===== config.mk =====
export PLATFORM = sky130hd
export DESIGN_NAME = wb_store_buffer
export DESIGN_NICKNAME = d
export VERILOG_FILES = /design/src/rtl/wb_store_buffer.sv
export SDC_FILE = /design/constraint.sdc
export NUM_CORES = 1
export LEC_CHECK = 0
export BUFFER_PORTS_ARGS = -buffer_cell sky130_fd_sc_hd__buf_4
export CAP_MARGIN = 20
export CORE_ASPECT_RATIO = 0.7
export CORE_MARGIN = 8
export CORE_UTILIZATION = 50
export DETAILED_ROUTE_END_ITERATION = 8
export PLACE_DENSITY = 0.83
export SLEW_MARGIN = 25
export SYNTH_ARGS = -nofsm -noshare
export SYNTH_HDL_FRONTEND = slang
export SYNTH_SLANG_ARGS = --single-unit
export TNS_END_PERCENT = 100

===== constraint.sdc =====
create_clock -name clk -period 5.6 [get_ports clk]
set_input_delay 0.28 -clock clk [delete_from_list [all_inputs] [get_ports clk]]
set_output_delay 0.28 -clock clk [all_outputs]
set_load 0.02 [all_outputs]

===== src/rtl/wb_store_buffer.sv =====
// ============================================================================
// wb_store_buffer : in-order pending-store FIFO draining to the data-memory port
// Revision 1.0
// ============================================================================
`default_nettype none

module wb_store_buffer #(
  parameter int ADDRESS_WIDTH = 64,
  parameter int DATA_WIDTH    = 64,
  parameter int DEPTH         = 4
) (
  input  logic                         clk,
  input  logic                         reset,
  input  logic                         in_enable,
  input  logic [ADDRESS_WIDTH-1:0]     in_phy_addr,
  input  logic [DATA_WIDTH-1:0]        in_wdata,
  input  logic [3:0]                   in_size,
  output logic                         out_ready,
  output logic                         out_err,
  output logic                         out_mem_req,
  output logic [ADDRESS_WIDTH-1:0]     out_mem_addr,
  output logic [DATA_WIDTH-1:0]        out_mem_data,
  output logic [7:0]                   out_mem_strb,
  input  logic                         in_mem_ack,
  input  logic                         in_ld_valid,
  input  logic [ADDRESS_WIDTH-1:0]     in_ld_addr,
  output logic                         out_ld_hazard,
  output logic                         out_empty,
  output logic [$clog2(DEPTH):0]       out_count
);

  localparam int PTR_W = $clog2(DEPTH);
  localparam int CNT_W = PTR_W + 1;

  typedef enum logic [0:0] {
    IDLE = 1'b0,
    REQ  = 1'b1
  } state_t;

  state_t                    state_q, state_d;
  logic                      req_q, req_d;
  logic [ADDRESS_WIDTH-1:0]  maddr_q, maddr_d;
  logic [DATA_WIDTH-1:0]     mdata_q, mdata_d;
  logic [7:0]                mstrb_q, mstrb_d;
  logic                      err_q;
  logic [CNT_W-1:0]          count_q;
  logic [PTR_W-1:0]          head_q, tail_q;
  logic [DEPTH-1:0]          valid_q;
  logic [ADDRESS_WIDTH-1:0]  addr_q [DEPTH];
  logic [DATA_WIDTH-1:0]     data_q [DEPTH];
  logic [7:0]                strb_q [DEPTH];

  logic [2:0]                w_off;
  logic [7:0]                w_size_mask;
  logic                      w_size_ok;
  logic                      w_legal;
  logic                      w_push;
  logic                      w_pop;
  logic                      w_err;
  logic [PTR_W-1:0]          w_head_nxt;
  logic [ADDRESS_WIDTH-1:0]  w_in_addr;
  logic [DATA_WIDTH-1:0]     w_in_data;
  logic [7:0]                w_in_strb;
  logic [7:0]                w_ld_mask;
  logic                      w_hit;

  assign w_off     = in_phy_addr[2:0];
  assign w_in_addr = {in_phy_addr[ADDRESS_WIDTH-1:3], 3'b000};
  assign w_in_data = in_wdata << {w_off, 3'b000};
  assign w_in_strb = w_size_mask << w_off;
  assign out_ready = (count_q < CNT_W'(DEPTH));

  always_comb begin
    w_size_mask = 8'h00;
    w_size_ok   = 1'b1;
    case (in_size)
      4'd1:    w_size_mask = 8'h01;
      4'd2:    w_size_mask = 8'h03;
      4'd4:    w_size_mask = 8'h0F;
      4'd8:    w_size_mask = 8'hFF;
      default: w_size_ok   = 1'b0;
    endcase
    // size-1 in three bits gives the alignment mask (8 wraps to 7)
    w_legal = w_size_ok && ((w_off & (in_size[2:0] - 3'd1)) == 3'd0);
  end

  assign w_push     = in_enable && out_ready && w_legal;
  assign w_err      = in_enable && out_ready && !w_legal;
  assign w_head_nxt = head_q + PTR_W'(1);

  always_comb begin
    state_d = state_q;
    req_d   = req_q;
    maddr_d = maddr_q;
    mdata_d = mdata_q;
    mstrb_d = mstrb_q;
    w_pop   = 1'b0;
    case (state_q)
      IDLE: begin
        if (count_q != '0) begin
          state_d = REQ;
          req_d   = 1'b1;
          maddr_d = addr_q[head_q];
          mdata_d = data_q[head_q];
          mstrb_d = strb_q[head_q];
        end else if (w_push) begin
          state_d = REQ;
          req_d   = 1'b1;
          maddr_d = w_in_addr;
          mdata_d = w_in_data;
          mstrb_d = w_in_strb;
        end
      end
      REQ: begin
        if (in_mem_ack) begin
          w_pop = 1'b1;
          if (count_q > CNT_W'(1)) begin
            maddr_d = addr_q[w_head_nxt];
            mdata_d = data_q[w_head_nxt];
            mstrb_d = strb_q[w_head_nxt];
          end else if (w_push) begin
            // the only remaining store is the one being committed now
            maddr_d = w_in_addr;
            mdata_d = w_in_data;
            mstrb_d = w_in_strb;
          end else begin
            state_d = IDLE;
            req_d   = 1'b0;
          end
        end
      end
      default: begin
        state_d = IDLE;
        req_d   = 1'b0;
      end
    endcase
  end

  always_ff @(posedge clk) begin
    if (reset) begin
      state_q <= IDLE;
      req_q   <= 1'b0;
      maddr_q <= '0;
      mdata_q <= '0;
      mstrb_q <= '0;
      err_q   <= 1'b0;
      count_q <= '0;
      head_q  <= '0;
      tail_q  <= '0;
      valid_q <= '0;
    end else begin
      state_q <= state_d;
      req_q   <= req_d;
      maddr_q <= maddr_d;
      mdata_q <= mdata_d;
      mstrb_q <= mstrb_d;
      err_q   <= w_err;
      if (w_push && !w_pop) begin
        count_q <= count_q + CNT_W'(1);
      end else if (w_pop && !w_push) begin
        count_q <= count_q - CNT_W'(1);
      end
      if (w_pop) begin
        head_q          <= w_head_nxt;
        valid_q[head_q] <= 1'b0;
      end
      if (w_push) begin
        tail_q          <= tail_q + PTR_W'(1);
        valid_q[tail_q] <= 1'b1;
      end
    end
  end

  always_ff @(posedge clk) begin
    if (w_push) begin
      addr_q[tail_q] <= w_in_addr;
      data_q[tail_q] <= w_in_data;
      strb_q[tail_q] <= w_in_strb;
    end
  end

  // Loads are treated as touching all eight lanes whatever their offset
  assign w_ld_mask = 8'hFF | {5'b00000, in_ld_addr[2:0]};

  always_comb begin
    w_hit = 1'b0;
    for (int i = 0; i < DEPTH; i++) begin
      if (valid_q[i] &&
          (addr_q[i][ADDRESS_WIDTH-1:3] == in_ld_addr[ADDRESS_WIDTH-1:3]) &&
          ((strb_q[i] & w_ld_mask) != 8'h00)) begin
        w_hit = 1'b1;
      end
    end
  end

  assign out_ld_hazard = in_ld_valid && w_hit;
  assign out_err       = err_q;
  assign out_mem_req   = req_q;
  assign out_mem_addr  = maddr_q;
  assign out_mem_data  = mdata_q;
  assign out_mem_strb  = mstrb_q;
  assign out_empty     = (count_q == '0) && (state_q == IDLE);
  assign out_count     = count_q;

endmodule

`default_nettype wire


==> results.tsv <==
stage	metric	value	unit
synth	ys_types	66	
synth	yosys-top-cells-area	sky130_fd_sc_hd__edfxtp_1 (46%), sky130_fd_sc_hd__mux4_2 (19%), sky130_fd_sc_hd__dfxtp_1 (8.7%)	
sta	finalClockSkew	15.68	ps
global_routing	grt_overflow_total	0	
synth	yosysMostFrequentCell	sky130_fd_sc_hd__edfxtp_1	
critical_path	critical_path.n_buffers_inverters	1	
global_routing	groute.layer.met3.usage	9.745	%
clocking	cts_repair_resize_count	0	
synth	syn_area_per_cell	13.93	um^2
synth	synth_top_area_cell	sky130_fd_sc_hd__edfxtp_1	
synth	yosys_most_used_dff	sky130_fd_sc_hd__edfxtp_1	
critical_path	critical_path_arrival	3730	ps
placement	postPlaceCellArea	38400	um^2
floorplanning	floorplan.die.height	237.7	um
sta	fin_setup_tns	0	ps
worst_hold_path	worst_hold_path_type	in -> reg	
synth	yosys_warnings	0	
critical_path	setup.worst_path.class	reg -> out	
synth	synth_compound_area_share	10.67	%
power	netSwitchingPower	5871	uW
route	detailed_routing_iterations_pass_1	6	
global_routing	grt_use_total	30.78	%
clocking	tritoncts	yes	
global_routing	number_of_antenna_violations_at_the_first_check_in_global_routing	3	
route	drt_first_iter_violations	4479	
job	max-cap-violations	0	
synth	synth_fa_ha_area_share	0.6061	%
synth	synth_area	35090	um^2
clocking	clk_root_buffer_cell	sky130_fd_sc_hd__clkbuf_16	
power	power.static_leakage	0.01386	uW
power	clockPowerShare	28.6	%
route	post_drt_via_cell_ratio	6.978	
clocking	cts_made_buffers	71	
critical_path	critical_path.cell_chain	xnor2_1 > nand4_1 > nor4_1 > nand4_1 > nor4_1 > o41a_1 > buf_4	
clocking	cts_post_setup_buffers_inserted	0	
finish	area_growth	17.94	%
synth	combinational_family_with_the_most_area_after_synthesis	multiplexers	
clocking	cts.sinks	684	
synth	synth_fp_nets	2738	
placement	placed_cells	3622	
placement	dp.final_hpwl	87.38	mm
sta	fin_crit	4012	ps
global_routing	pin_count_of_the_biggest_net_entering_global_routing	79	
sta	final_hold_vios	0	
synth	synth.yosys.seq_area_share	54.19	%
sta	worst-slew-pin-transition	1106	ps
power	combinationalPowerShare	33.8	%
status	status	finished clean	
floorplanning	initial_standard_cell_utilization_of_the_core	50.40	%
power	sequentialPowerShare	37.7	%
power	power_density	409.4	nW/um^2
global_routing	grt_first_pass_wirelength	182.3	mm
global_routing	grt_pass1_vias	25820	
floorplanning	design.portCount	345	
critical_path	critical_path.max_fanout	3	
global_routing	gr-usage-met2	46.31	%
finish	fin_nets	3063	
global_routing	met1_grt_util	43.46	%
power	ir_drop	0.0002718	V
synth	synth.cells.most_frequent	sky130_fd_sc_hd__edfxtp_1 (532), sky130_fd_sc_hd__mux4_2 (290), sky130_fd_sc_hd__nor2_1 (229), sky130_fd_sc_hd__dfxtp_1 (152), sky130_fd_sc_hd__xor2_1 (136)	
sta	grt_setup_unrepaired	no	
synth	synth_cells	2520	
sta	final-max-slew-violation-count	0	
sta	setup_viol	0	
placement	final_estimated_routing_congestion_in_global_placement	1.037	
finish	postLayoutCellArea	41390	um^2
finish	final_cell_count_no_fill	3818	
sta	whs	49.04	ps
clocking	htreeDepth	3	
clocking	insertion_delay	620	ps
clocking	number_of_buffers_inserted_by_hold_repair_at_cts	62	
route	routedWlPerCell	32.91	um
finish	post_route_cells_drive_above_1_share	28.25	%
sta	final.period_utilization	71.64	%
synth	yosys.area_share.xor_xnor	4.464	%
route	detail_route.drc_violations	0	
synth	post_synth_mux_area_share	19.87	%
synth	share_of_flip_flops_with_an_asynchronous_set_or_reset_after_synthesis	0	%
sta	achievable_frequency	249.3	MHz
route	routed_wl	125.6	mm
placement	buffer_ports.inserted	341	
clocking	clkSlewWorstSetupHoldPaths	60	ps
sta	timing.slew.headroom	25.76	%
critical_path	end_kind	primary output	
critical_path	required_time_reported_for_the_critical_path_endpoint	5320	ps
critical_path	cp_slowest_cell	sky130_fd_sc_hd__xnor2_1	
floorplanning	rows	81	
floorplanning	dieWidth	332.7	um
synth	synth.top_cell.area_share	45.52	%
synth	yosys.area_share.simple	7.031	%
synth	ys_ff_latch	684	
synth	synth-edff-count	532	
clocking	clock_tree.buffer_depth	3	
route	drt.antenna.violating_nets	0	
critical_path	setup.worst_path.start_class	flop	
route	routed-via-count	26640	
power	switching_share	34.65	%
floorplanning	full_die_area	79060	um^2
power	cell_internal_pwr	11070	uW
critical_path	critical_path.top_delay_family	simple AND/OR/NAND/NOR gates	
critical_path	slowest_delay	900	ps
floorplanning	floorplan.core_area	69630	um^2
global_routing	grt_most_used_layer	met2	
kinds of logic after synthesis:
kind of cell,Yosys count
buffers and inverters,258
adder cells (fa/ha/maj),17
XOR/XNOR,178
flip-flops,684
AO/OA/AOI/OAI,532
AND/OR/NAND/NOR,519
multiplexers,332
metal layers:
layer	wire (um)	vias up
met5	13	-
li1	-	10740
met2	56060	2128
met1	47470	13520
met3	18400	250
met4	3692	2
layout make-up:
type / count / area, um^2
fillers: 5202 / 28230
flip-flops and latches: 684 / 19030
multi-input cells: 1578 / 15010
repair buffers: 445 / 3591
clock buffers: 103 / 2008
well taps: 913 / 1142
clock inverters: 28 / 354.1
inverters: 65 / 249.0
diodes: 2 / 5.005
per-stage QoR:
stage / util, % / power [uW] / worst slack (ps)
2_1_floorplan: - / 9964 / 389.0
3_3_place_gp: 55.11 / 11930 / 1814
3_5_place_dp: 55.15 / 12080 / 1776
4_1_cts: 59.43 / 16920 / 1706
5_1_grt: 59.45 / 17520 / 1455
6_report: 59.45 / 16950 / 1588
flip-flops by register name, indices dropped and copies added, names as in the netlist, named ones only:
name,flops
data_q,256
addr_q,244
out_mem_addr,64
out_mem_data,64
strb_q,32
out_mem_strb,8
valid_q,4
out_count,3
head_q,2
tail_q,2
out_err,1
out_mem_req,1
state_q,1
cell usage in the layout (no fill, tap or decap), types with 62 or more instances in the layout:
| cell type | count |
|---|---|
| sky130_fd_sc_hd__buf_4 | 376 |
| sky130_fd_sc_hd__a211oi_1 | 64 |
| sky130_fd_sc_hd__dfxtp_1 | 149 |
| sky130_fd_sc_hd__nor2_1 | 227 |
| sky130_fd_sc_hd__clkbuf_16 | 72 |
| sky130_fd_sc_hd__o21ai_0 | 119 |
| sky130_fd_sc_hd__mux4_2 | 290 |
| sky130_fd_sc_hd__xor2_1 | 136 |
| sky130_fd_sc_hd__inv_1 | 63 |
| sky130_fd_sc_hd__edfxtp_1 | 532 |
| sky130_fd_sc_hd__nand2_1 | 74 |
| sky130_fd_sc_hd__dlygate4sd3_1 | 62 |
final timing paths:
check                               start                       endpoint  slack, ps  depth (start not counted)
max               addr_q[1][56]$_DFFE_PP_                  out_ld_hazard       1590                          7
min                           in_wdata[1]   out_mem_data[1]$_SDFFE_PP0N_         50                          3
max reg2reg        head_q[0]$_SDFFE_PP0P_  out_mem_addr[53]$_SDFFE_PP0N_       1820                          7
min reg2reg  out_mem_addr[0]$_SDFFE_PP0N_   out_mem_addr[0]$_SDFFE_PP0N_        480                          1
worst min-delay path: cells and delay by family:
family          cells  cell delay (ps)
compound gates      2              200
buf+inv             1              150
power groups by stage:
| stage | Clock, uW | Sequential (uW) | Combinational, uW |
|---|---|---|---|
| after floorplan | 0 | 6790 | 3180 |
| after global placement | 0 | 6450 | 5480 |
| after detailed placement | 0 | 6470 | 5600 |
| after CTS | 4860 | 6380 | 5680 |
| after global routing | 5050 | 6430 | 6040 |
| final | 4840 | 6380 | 5720 |
Power figures use the tool's default switching activity.
